--- src/rtl/deser_pkg.sv ---
// Shared types and defaults for the serial byte deserializer.
//   deser_state_t : framing FSM states
//   DEFAULT_WIDTH : data bits per frame when not overridden
package deser_pkg;

  typedef enum logic [1:0] {IDLE, SHIFT, PAR} deser_state_t;

  localparam int DEFAULT_WIDTH = 8;

endpackage

--- src/rtl/byte_deserializer_bit_counter.sv ---
// bit_counter: loadable up-counter that tracks bits received in a frame.
// Ports:
//   clk     : clock, rising edge
//   rst     : asynchronous reset, active low
//   i_load1 : synchronous load to 1 (first bit of a frame); wins over i_inc
//   i_inc   : increment enable
//   o_cnt   : current count
//   o_tc    : terminal flag, high when o_cnt == WIDTH
module bit_counter
  import deser_pkg::*;
#(
  parameter  int WIDTH = DEFAULT_WIDTH,
  localparam int CW    = $clog2(WIDTH + 1)
) (
  input  logic          clk,
  input  logic          rst,
  input  logic          i_load1,
  input  logic          i_inc,
  output logic [CW-1:0] o_cnt,
  output logic          o_tc
);

  logic [CW-1:0] r_cnt;

  always_ff @(posedge clk or negedge rst) begin
    if (!rst)         r_cnt <= '0;
    else if (i_load1) r_cnt <= CW'(1);
    else if (i_inc)   r_cnt <= r_cnt + CW'(1);
  end

  assign o_cnt = r_cnt;
  assign o_tc  = (r_cnt == CW'(WIDTH));

endmodule

--- src/rtl/byte_deserializer.sv ---
// byte_deserializer: framed MSB-first serial-to-parallel converter with
// optional even parity. A good frame updates data and pulses ena for one
// cycle; a parity mismatch pulses perr, an sof arriving mid-frame pulses ferr.
// Ports:
//   clk, rst : clock (rising edge) and async active-low reset
//   sin      : serial bit, sampled when sin_vld is high
//   sin_vld  : bit strobe, one bit consumed per high cycle
//   sof      : start of frame (qualified by sin_vld); marks the MSB
//   data     : last good byte, held between loads
//   ena      : one-cycle load strobe for data
//   perr     : one-cycle parity error pulse
//   ferr     : one-cycle framing error pulse (frame aborted by sof)
//   busy     : frame in progress
module byte_deserializer
  import deser_pkg::*;
#(
  parameter  int WIDTH     = DEFAULT_WIDTH,
  parameter  bit PARITY_EN = 1'b1,
  localparam int CW        = $clog2(WIDTH + 1)
) (
  input  logic             clk,
  input  logic             rst,
  input  logic             sin,
  input  logic             sin_vld,
  input  logic             sof,
  output logic [WIDTH-1:0] data,
  output logic             ena,
  output logic             perr,
  output logic             ferr,
  output logic             busy
);

  deser_state_t   r_state, w_nxt;
  logic [WIDTH-1:0] r_shreg, r_data, w_shnext;
  logic           r_ena, r_perr, r_ferr;
  logic           w_shift, w_load1, w_inc, w_emit, w_perr, w_ferr;
  logic [CW-1:0]  w_cnt;
  logic           w_tc, w_par_ok;

  bit_counter #(.WIDTH(WIDTH)) u_cnt (
    .clk     (clk),
    .rst     (rst),
    .i_load1 (w_load1),
    .i_inc   (w_inc),
    .o_cnt   (w_cnt),
    .o_tc    (w_tc)
  );

  generate
    if (WIDTH == 1) begin : g_sh1
      assign w_shnext = sin;
    end else begin : g_shn
      assign w_shnext = {r_shreg[WIDTH-2:0], sin};
    end
  endgenerate

  // Parity bit is only meaningful once the counter reports a full byte.
  assign w_par_ok = w_tc & ~(^r_shreg ^ sin);

  always_comb begin
    w_nxt   = r_state;
    w_shift = 1'b0;
    w_load1 = 1'b0;
    w_inc   = 1'b0;
    w_emit  = 1'b0;
    w_perr  = 1'b0;
    w_ferr  = 1'b0;
    if (sin_vld) begin
      if (sof) begin
        // sof always restarts; it is only an error if a frame was open.
        w_ferr  = (r_state != IDLE);
        w_shift = 1'b1;
        w_load1 = 1'b1;
        if (WIDTH == 1) begin
          if (PARITY_EN) w_nxt = PAR;
          else begin
            w_emit = 1'b1;
            w_nxt  = IDLE;
          end
        end else begin
          w_nxt = SHIFT;
        end
      end else begin
        unique case (r_state)
          IDLE: w_nxt = IDLE;
          SHIFT: begin
            w_shift = 1'b1;
            w_inc   = 1'b1;
            if (w_cnt == CW'(WIDTH - 1)) begin
              if (PARITY_EN) w_nxt = PAR;
              else begin
                w_emit = 1'b1;
                w_nxt  = IDLE;
              end
            end
          end
          PAR: begin
            if (w_par_ok) w_emit = 1'b1;
            else          w_perr = 1'b1;
            w_nxt = IDLE;
          end
          default: w_nxt = IDLE;
        endcase
      end
    end
  end

  always_ff @(posedge clk or negedge rst) begin
    if (!rst) begin
      r_state <= IDLE;
      r_shreg <= '0;
      r_data  <= '0;
      r_ena   <= 1'b0;
      r_perr  <= 1'b0;
      r_ferr  <= 1'b0;
    end else begin
      r_state <= w_nxt;
      if (w_shift) r_shreg <= w_shnext;
      // Without parity the final data bit is still in flight, so take the
      // shifted value; in PAR the register already holds the whole byte.
      if (w_emit)  r_data  <= w_shift ? w_shnext : r_shreg;
      r_ena   <= w_emit;
      r_perr  <= w_perr;
      r_ferr  <= w_ferr;
    end
  end

  assign data = r_data;
  assign ena  = r_ena;
  assign perr = r_perr;
  assign ferr = r_ferr;
  assign busy = (r_state != IDLE);

endmodule
--- config.mk ---
export PLATFORM = sky130hd
export DESIGN_NAME = byte_deserializer
export DESIGN_NICKNAME = d
export VERILOG_FILES = /design/src/rtl/deser_pkg.sv /design/src/rtl/byte_deserializer_bit_counter.sv /design/src/rtl/byte_deserializer.sv
export SDC_FILE = /design/constraint.sdc
export NUM_CORES = 1
export LEC_CHECK = 0
export ABC_AREA = 1
export ABC_CLOCK_PERIOD_IN_PS = 1400
export CAP_MARGIN = 5
export CORE_MARGIN = 2
export CORE_UTILIZATION = 48
export DETAILED_ROUTE_END_ITERATION = 7
export GPL_ROUTABILITY_DRIVEN = 0
export PLACE_DENSITY = 0.81
export SLEW_MARGIN = 20
export SYNTH_ARGS = -nofsm -noshare
export SYNTH_HDL_FRONTEND = slang
export SYNTH_SLANG_ARGS = --single-unit
--- constraint.sdc ---
create_clock -name clk -period 1.4 [get_ports clk]
set_input_delay 0.21 -clock clk [delete_from_list [all_inputs] [get_ports clk]]
set_output_delay 0.21 -clock clk [all_outputs]
set_load 0.01 [all_outputs]
==> results of run 1 <==
## what timing repair did
item                                    4_1_cts  5_1_grt
resized for setup                            17       23
endpoints found under the setup margin       21       13
hold buffers                                  0        0
gates cloned                                  1        0
pin swaps                                     7        7
setup buffers                                 1        1
## layout make-up
type	instances	area share [%]
well taps	30	2.22
flip-flops and latches	25	37.1
multi-input cells	101	37.5
clock inverters	1	0.296
inverters	18	4.14
repair buffers	33	17.4
clock buffers	3	1.33
## registers in the layout (all words and copies together), names as in the netlist
name	cells
data	8
r_shreg	8
u_cnt.o_cnt	4
r_state	2
ena	1
ferr	1
perr	1
## per-stage QoR
step	utilization (%)	TNS, ns	cell area (µm²)
4_1_cts	65.3	-0.196	1630
5_1_grt	67.7	-1.64	1690
3_5_place_dp	63.7	-3.16	1590
6_report	67.7	-0.681	1690
2_1_floorplan	-	0	1270
3_3_place_gp	63.7	-2.60	1590
## power breakdown
group	internal (mW)	leakage, nW	total [mW]	switching, mW
Sequential	0.847	0.329	0.987	0.140
Clock	0.107	0.0177	0.329	0.221
Combinational	0.541	0.556	1.28	0.737
## layer usage
metal / GRT usage [%] / vias up / wire (µm)
met1: 25.5 / 562 / 1300
met2: 33.3 / 35 / 1550
met5: 0 / - / 0
li1: - / 541 / -
met4: 6.62 / 0 / 42
met3: 3.51 / 5 / 152
## path summary, 6_finish.rpt
| kind | from | endpoint | slack, ns | cells after the start |
|---|---|---|---|---|
| min reg2reg | u_cnt.o_cnt[3] | u_cnt.o_cnt[3] | 0.51 | 1 |
| min in group clk | u_cnt.o_cnt[3] | u_cnt.o_cnt[3] | 0.51 | 1 |
| max reg2reg | r_shreg[3] | data[5] | -0.09 | 11 |
| min | rst | r_state[0] | 0.22 | 2 |
| max | r_shreg[3] | data[5] | -0.09 | 11 |
| max in group asynchronous | rst | r_shreg[3] | 0.92 | 2 |
## layout by cell type, fill, tap and decap left out, drive strengths merged
master | netlist | layout
nand2 | 52 | 52
nand4 | 8 | 8
xnor2 | 2 | 2
nor4 | 1 | 1
dlygate4sd2 | 0 | 11
and3b | 1 | 1
clkinv | 0 | 1
nor2 | 8 | 8
buf | 2 | 17
xor2 | 2 | 2
ha | 2 | 2
clkdlybuf4s50 | 0 | 4
o21ai | 12 | 12
nand3 | 6 | 7
inv | 18 | 18
clkbuf | 0 | 4
a21oi | 6 | 6
dfrtp | 25 | 25
## kinds of logic after synthesis
family	Yosys count	synth area share [%]
AND/OR/NAND/NOR	76	30.4
flip-flops	25	49.2
buffers and inverters	20	6.50
AO/OA/AOI/OAI	18	9.15
XOR/XNOR	4	2.76
adder cells (fa/ha/maj)	2	1.97
==> results_dict.tcl, run 1 <==
set metrics [dict create \
    crit_path_start_kind "register" \
    critPathRequiredTime_ns 1.63 \
    finalCritPeriodShare_pct 107 \
    synth_top_area_share_pct 49.2 \
    drt_wl_total_mm 3.04 \
    cpLargestDelayFamily "simple AND/OR/NAND/NOR gates" \
    cts_buffers 3 \
    hold_viol_final 0 \
    start_util_pct 50.9 \
    vdd_drop_max_uv 967 \
    rows 18 \
    grt_usage_pct 19.7 \
    synth.area.top_cells "dfrtp_1 49%, nand2_1 14%, o21ai_2 4.8%" \
    worstPathMaxFanout 8 \
    violations "negative setup slack" \
    port_buffers 16 \
    timing.max_slew.rel_slack_pct 79.4 \
    synth_ff_type "dfrtp_1" \
    grt-ovfl-total 0 \
    first_global_vias 1080 \
    htree_levels 1 \
    final_antenna_net_count 0 \
    yosysSeqAreaShare_pct 49.2 \
    ff_latch_area_um2 628 \
    worstMarginPinSlew_ns 0.309 \
    cts_tree "built" \
    place_hpwl_mm 2.08 \
    power_mw 2.59 \
    setup_violations 9 \
    fmax_ghz 0.670 \
    core-area_mm2 0.00250 \
    drc 0 \
    p_leak_nw 0.903 \
    multiInputGateArea_um2 636 \
    drive_gt1_share_pct 33.7 \
    die_h_um 55.5 \
    rsz0062_at_grt "true" \
    hold_slack_ns 0.217 \
    worstSetupPathType "register to register" \
    synthTopCellsByCount "49 x nand2_1, 25 x dfrtp_1, 15 x inv_1" \
    post_drt_wl_per_cell_um 14.4 \
    cpMostUsedCell "nand2_2" \
    num_io_pins 17 \
    fillers 184 \
    path_cells "nand2_2 > inv_2 > nor2_4 > nand2_1 > nand3_2 > nand2_2 > nand2_2 > nand2_4 > buf_12 > nand4_1 > nand2_1" \
    detail_route.iter0.violations 40 \
    synth_nets 152 \
    synthCells 145 \
    cts_sinks 25 \
    period_needed_ns 1.49 \
    end_kind "register" \
    fin_skew_ns 0.00221 \
    dp_cells 204 \
    synth_warnings 0 \
    slowest_stage "dfrtp_2" \
    synth_edf_count 0 \
    yosys.area.top_type "dfrtp_1" \
    final_nets 189 \
    max_stage_delay_ns 0.47 \
    crit_arrival_ns 1.73 \
    die-area_mm2 0.00308 \
    synth_area_mm2 0.00127 \
    power.density_mw_per_mm2 1530 \
    synth_most_common_cell "nand2_1" \
    grt_first_pass_wirelength_mm 4.82 \
    clk_pin_slew_ns 0.13 \
    slew_viol_final 0 \
    grt_max_degree 26 \
    diodes 0 \
    via_per_inst 5.42 \
    vias 1143 \
    max-cap-violations 0 \
    dpl_worst_slack_ns -0.264 \
    clock_latency_ns 0.33 \
    synth.avg_cell_area_um2 8.77 \
    first_pass_iters 4 \
    clock_path_buffers 2 \
    ys_ff_latch 25 \
    synth.distinct_cells 23 \
    synthArstFlopShare_pct 100 \
    setup_ws_ns -0.0936 \
    hp-class "primary input to async pin" \
    clk_root_buffer_cell "clkbuf_4" \
    outcome "finished, violations left" \
    antenna_found_initial 0 \
    cp.buffers_inverters 2 \
    fp.dieW_um 55.5 \
    finalNonFillerCells 211 \
    area_growth_pct 33.2 \
]
Power figures use the tool's default switching activity.
==> run 2, diff against run 1 <==
PLACE_DENSITY = 0.74   (was 0.81)
==> results_dict.tcl, run 2 (synthesized netlist as in run 1, its figures left out) <==
set metrics [dict create \
    rsz0062_at_grt "true" \
    drc 0 \
    final_common_cell "nand2_1" \
    global_route.usage.met2_pct 36.2 \
    busiest_layer "met2" \
    clk_pin_slew_ns 0.13 \
    die-area_mm2 0.00308 \
    cpMostUsedCell "nand2_1" \
    clk_root_buffer_cell "clkbuf_4" \
    hold_slack_ns 0.259 \
    cpLargestDelayFamily "simple AND/OR/NAND/NOR gates" \
    diodes 0 \
    rrSetupSlack_ns -0.07 \
    fin_skew_ns 0.0105 \
    period_needed_ns 1.47 \
    start_util_pct 50.9 \
    slew_viol_final 0 \
    mostFrequentLayoutCells "45 x nand2_1, 24 x dfrtp_1, 22 x buf_4" \
    antenna_found_initial 0 \
    setup_violations 9 \
    final_nets 198 \
    end_kind "register" \
    worstSetupPathType "register to register" \
    path_cells "inv_1 > nand2_1 > nand2_1 > nand2_1 > nand3_2 > nand2_2 > nand2_2 > nand2_4 > buf_6 > nand4_1 > nand2_1" \
    cts_tree "built" \
    grtUsageMet1_pct 25.0 \
    timing.max_slew.rel_slack_pct 78.0 \
    max-cap-violations 0 \
    drive_gt1_share_pct 32.1 \
    via_per_inst 5.18 \
    finalCritPeriodShare_pct 105 \
    cts_sinks 25 \
    num_io_pins 17 \
    grt-ovfl-total 0 \
    die_h_um 55.5 \
    crit_path_start_kind "register" \
    post_drt_wl_per_cell_um 13.4 \
    fmax_ghz 0.679 \
    worstPathMaxFanout 7 \
    worstMarginPinSlew_ns 0.326 \
    critPathRequiredTime_ns 1.61 \
    hp-class "primary input to async pin" \
    p_leak_nw 0.944 \
    grt_first_pass_wirelength_mm 4.97 \
    first_global_vias 1131 \
    rows 18 \
    htree_levels 1 \
    power.density_mw_per_mm2 1480 \
    clock_path_buffers 2 \
    switching_share_pct 40.7 \
    port_buffers 16 \
    vdd_drop_max_uv 1610 \
    final_antenna_net_count 0 \
    area_growth_pct 37.2 \
    slowest_stage "dfrtp_1" \
    dpl_worst_slack_ns -0.291 \
    clock_latency_ns 0.31 \
    seqPwrFrac_pct 37.6 \
    max_stage_delay_ns 0.44 \
    grt_usage_pct 20.1 \
    cp.buffers_inverters 2 \
    drt_wl_total_mm 2.94 \
    place_hpwl_mm 2.12 \
    switchingPower_mw 1.05 \
    fp.dieW_um 55.5 \
    detail_route.iter0.violations 21 \
    violations "negative setup slack" \
    hold_viol_final 0 \
    grt_max_degree 26 \
    setup_ws_ns -0.0736 \
    first_pass_iters 4 \
    intPower_mw 1.53 \
    crit_arrival_ns 1.68 \
    cts-hold-fix-buffers 0 \
    clock_power_share_pct 12.1 \
    vias 1139 \
    core-area_mm2 0.00250 \
    fin_setup_tns_ns -0.355 \
    cts_buffers 3 \
    outcome "finished, violations left" \
    combPwrFrac_pct 50.2 \
    use_met3_pct 3.75 \
]
[run 2: cell types whose count changed in the layout (fill, tap and decap cells not counted), sizes merged]
cell	previous run	this run
clkinv	1	0
buf	17	26
clkbuf	4	5
[run 2: final timing paths]
path	startpoint	cells after the start	endpoint
setup / recovery	r_shreg[1]	11	data[6]
hold / removal	rst	2	r_shreg[0]
setup reg to reg	r_shreg[1]	11	data[6]
hold reg to reg	data[0]	2	data[0]
max in group asynchronous	rst	2	r_state[0]
min in group clk	data[0]	2	data[0]
[run 2: power by group through the flow]
| stage | clock network [mW] | registers (mW) | logic (mW) |
|---|---|---|---|
| final | 0.314 | 0.972 | 1.30 |
| after global routing | 0.354 | 0.990 | 1.40 |
| after CTS | 0.327 | 0.968 | 1.15 |
| after detailed placement | 0 | 0.989 | 1.08 |
| after global placement | 0 | 0.974 | 1.04 |
| after floorplan | 0 | 0.961 | 0.645 |
[run 2: layout make-up]
class / instances / area [µm²]
clock buffers: 4 / 26.3
inverters: 18 / 67.6
flip-flops and latches: 25 / 627
well taps: 30 / 37.5
repair buffers: 42 / 369
multi-input cells: 101 / 617
fillers: 194 / 756
[run 2: worst register-to-register path, delay by kind of cell, from the launching register on]
kind                   cells  cell delay, ns
and+or+nand+nor            9            0.68
DFF                        1            0.44
buffers and inverters      2            0.24
[run 2: per-layer routing]
metal	share of wire [%]	up-vias	wire (µm)
met5	0	-	0
met3	3.5	5	102
met2	51	23	1510
li1	-	562	-
met4	0.71	0	21
met1	44	549	1310
[run 2: per-stage QoR]
stage | cells | power [mW] | utilization [%] | area (µm²)
after global placement | 210 | 2.01 | 65.5 | 1640
after floorplan | 145 | 1.61 | - | 1270
after CTS | 217 | 2.45 | 67.5 | 1690
after detailed placement | 210 | 2.07 | 65.5 | 1640
after global routing | 220 | 2.74 | 69.8 | 1740
final | 220 | 2.58 | 69.8 | 1740
[run 2: timing repair]
item | 4_1_cts | 5_1_grt
buffers inserted | 2 | 3
endpoints found under the setup margin | 21 | 14
gates cloned | 1 | 0
gates resized for setup | 16 | 14
pin swaps | 3 | 3
==> run 3, diff against run 2 <==
ABC_CLOCK_PERIOD_IN_PS = 1450   (was 1400)
CORE_UTILIZATION = 53   (was 48)
CTS_CLUSTER_SIZE = 30   (was not set)
GPL_ROUTABILITY_DRIVEN = not set   (was 0)
PLACE_DENSITY = 0.77   (was 0.74)
clock period = 1.45 ns   (was 1.4 ns; I/O delays follow)
==> results_dict.tcl, run 3 (synthesized netlist as in run 1, its figures left out) <==
set metrics [dict create \
    outcome "finished, violations left" \
    violations "negative setup slack" \
    cpLargestDelayFamily "simple AND/OR/NAND/NOR gates" \
    power.density_mw_per_mm2 1420 \
    drt_wl_total_mm 3.04 \
    place_hpwl_mm 2.10 \
    worstMarginPinSlew_ns 0.314 \
    p_leak_nw 0.939 \
    clk_root_buffer_cell "clkbuf_4" \
    fp.dieW_um 53.0 \
    start_util_pct 56.9 \
    dp_cells 200 \
    first_pass_iters 5 \
    slew_viol_final 0 \
    multiInputGateArea_um2 622 \
    cp.buffers_inverters 0 \
    finalNonFillerCells 215 \
    core-area_mm2 0.00223 \
    detail_route.iter0.violations 26 \
    first_global_vias 1050 \
    port_buffers 16 \
    period_needed_ns 1.49 \
    clock_latency_ns 0.32 \
    area_growth_pct 35.3 \
    path_cells "xnor2_1 > nand3_2 > nand2_2 > nand2_2 > nand2_4 > nand3_2 > nand2_1 > nand2_1" \
    fin_skew_ns 0.00782 \
    final_nets 195 \
    worstPathMaxFanout 7 \
    drc 0 \
    fmax_ghz 0.671 \
    mostFrequentLayoutCells "42 x nand2_1, 22 x dfrtp_1, 20 x buf_4" \
    hp-class "primary input to async pin" \
    clock_path_buffers 2 \
    cts_tree "built" \
    grt_first_pass_wirelength_mm 4.73 \
    dpl_worst_slack_ns -0.266 \
    final_core_util_pct 77.0 \
    grt-ovfl-total 0 \
    cts_sinks 25 \
    die_h_um 53.0 \
    setup_violations 4 \
    slowest_stage "dfrtp_1" \
    via_per_inst 5.15 \
    ff_latch_area_um2 629 \
    htree_levels 1 \
    fin_setup_tns_ns -0.117 \
    setup_ws_ns -0.0412 \
    post_drt_wl_per_cell_um 14.1 \
    crit_arrival_ns 1.72 \
    finalCritPeriodShare_pct 103 \
    cts-hold-fix-buffers 0 \
    final_common_cell "nand2_1" \
    max_stage_delay_ns 0.46 \
    final_antenna_net_count 0 \
    max-cap-violations 0 \
    antenna_found_initial 0 \
    crit_path_start_kind "register" \
    fillers 152 \
    num_io_pins 17 \
    place_congestion 0.783 \
    timing.max_slew.rel_slack_pct 79.0 \
    die-area_mm2 0.00281 \
    diodes 0 \
    grt_max_degree 26 \
    critPathRequiredTime_ns 1.67 \
    grt_usage_pct 23.8 \
    vias 1107 \
    worstSetupPathType "register to register" \
    drive_gt1_share_pct 35.8 \
    rows 17 \
    vdd_drop_max_uv 1020 \
    clk_pin_slew_ns 0.13 \
    cts_buffers 3 \
    hold_viol_final 0 \
    rsz0062_at_grt "true" \
    end_kind "register" \
]
run 3: what timing repair did:
item,4_1_cts,5_1_grt
pin swaps,3,13
gates cloned,0,1
setup buffers,4,6
resized for setup,15,21
endpoints found under the setup margin,16,15
run 3: layer usage:
layer	vias up	global-route usage [%]	part of all wire [%]
met5	-	0	0
met4	0	11.5	1.8
met3	5	1.98	3.7
met2	31	39.4	50
met1	514	31.4	45
li1	557	-	-
run 3: layout make-up:
type | count | area share (%)
timing repair buffer | 39 | 19.7
clock inverter | 1 | 0.291
clock buffer | 3 | 1.31
sequential | 25 | 36.6
multi-input combinational | 101 | 36.1
inverter | 18 | 3.93
tap | 28 | 2.04
run 3: per-stage QoR:
stage / power [mW] / instance area, µm² / hold slack (ns)
finish: 2.45 / 1720 / 0.252
global route: 2.60 / 1720 / 0.277
CTS: 2.23 / 1610 / 0.269
detailed placement: 1.88 / 1550 / 0.467
global placement: 1.82 / 1550 / 0.460
floorplan: 1.55 / 1270 / -0.0781
run 3: worst paths after layout:
check | startpoint | endpoint | slack [ns] | depth (start not counted)
max | r_shreg[5] | data[5] | -0.04 | 8
min | rst | r_state[1] | 0.25 | 2
max reg2reg | r_shreg[5] | data[5] | -0.04 | 8
min reg2reg | data[1] | data[1] | 0.49 | 2
max in group asynchronous | rst | r_shreg[2] | 0.93 | 2
min in group clk | data[1] | data[1] | 0.49 | 2
run 3: power by group:
| part | switching (mW) | total (mW) | leakage (nW) | internal, mW |
|---|---|---|---|---|
| logic | 0.671 | 1.18 | 0.594 | 0.513 |
| registers | 0.132 | 0.952 | 0.328 | 0.820 |
| clock network | 0.207 | 0.310 | 0.0177 | 0.104 |
| total | 1.01 | 2.45 | 0.939 | 1.44 |
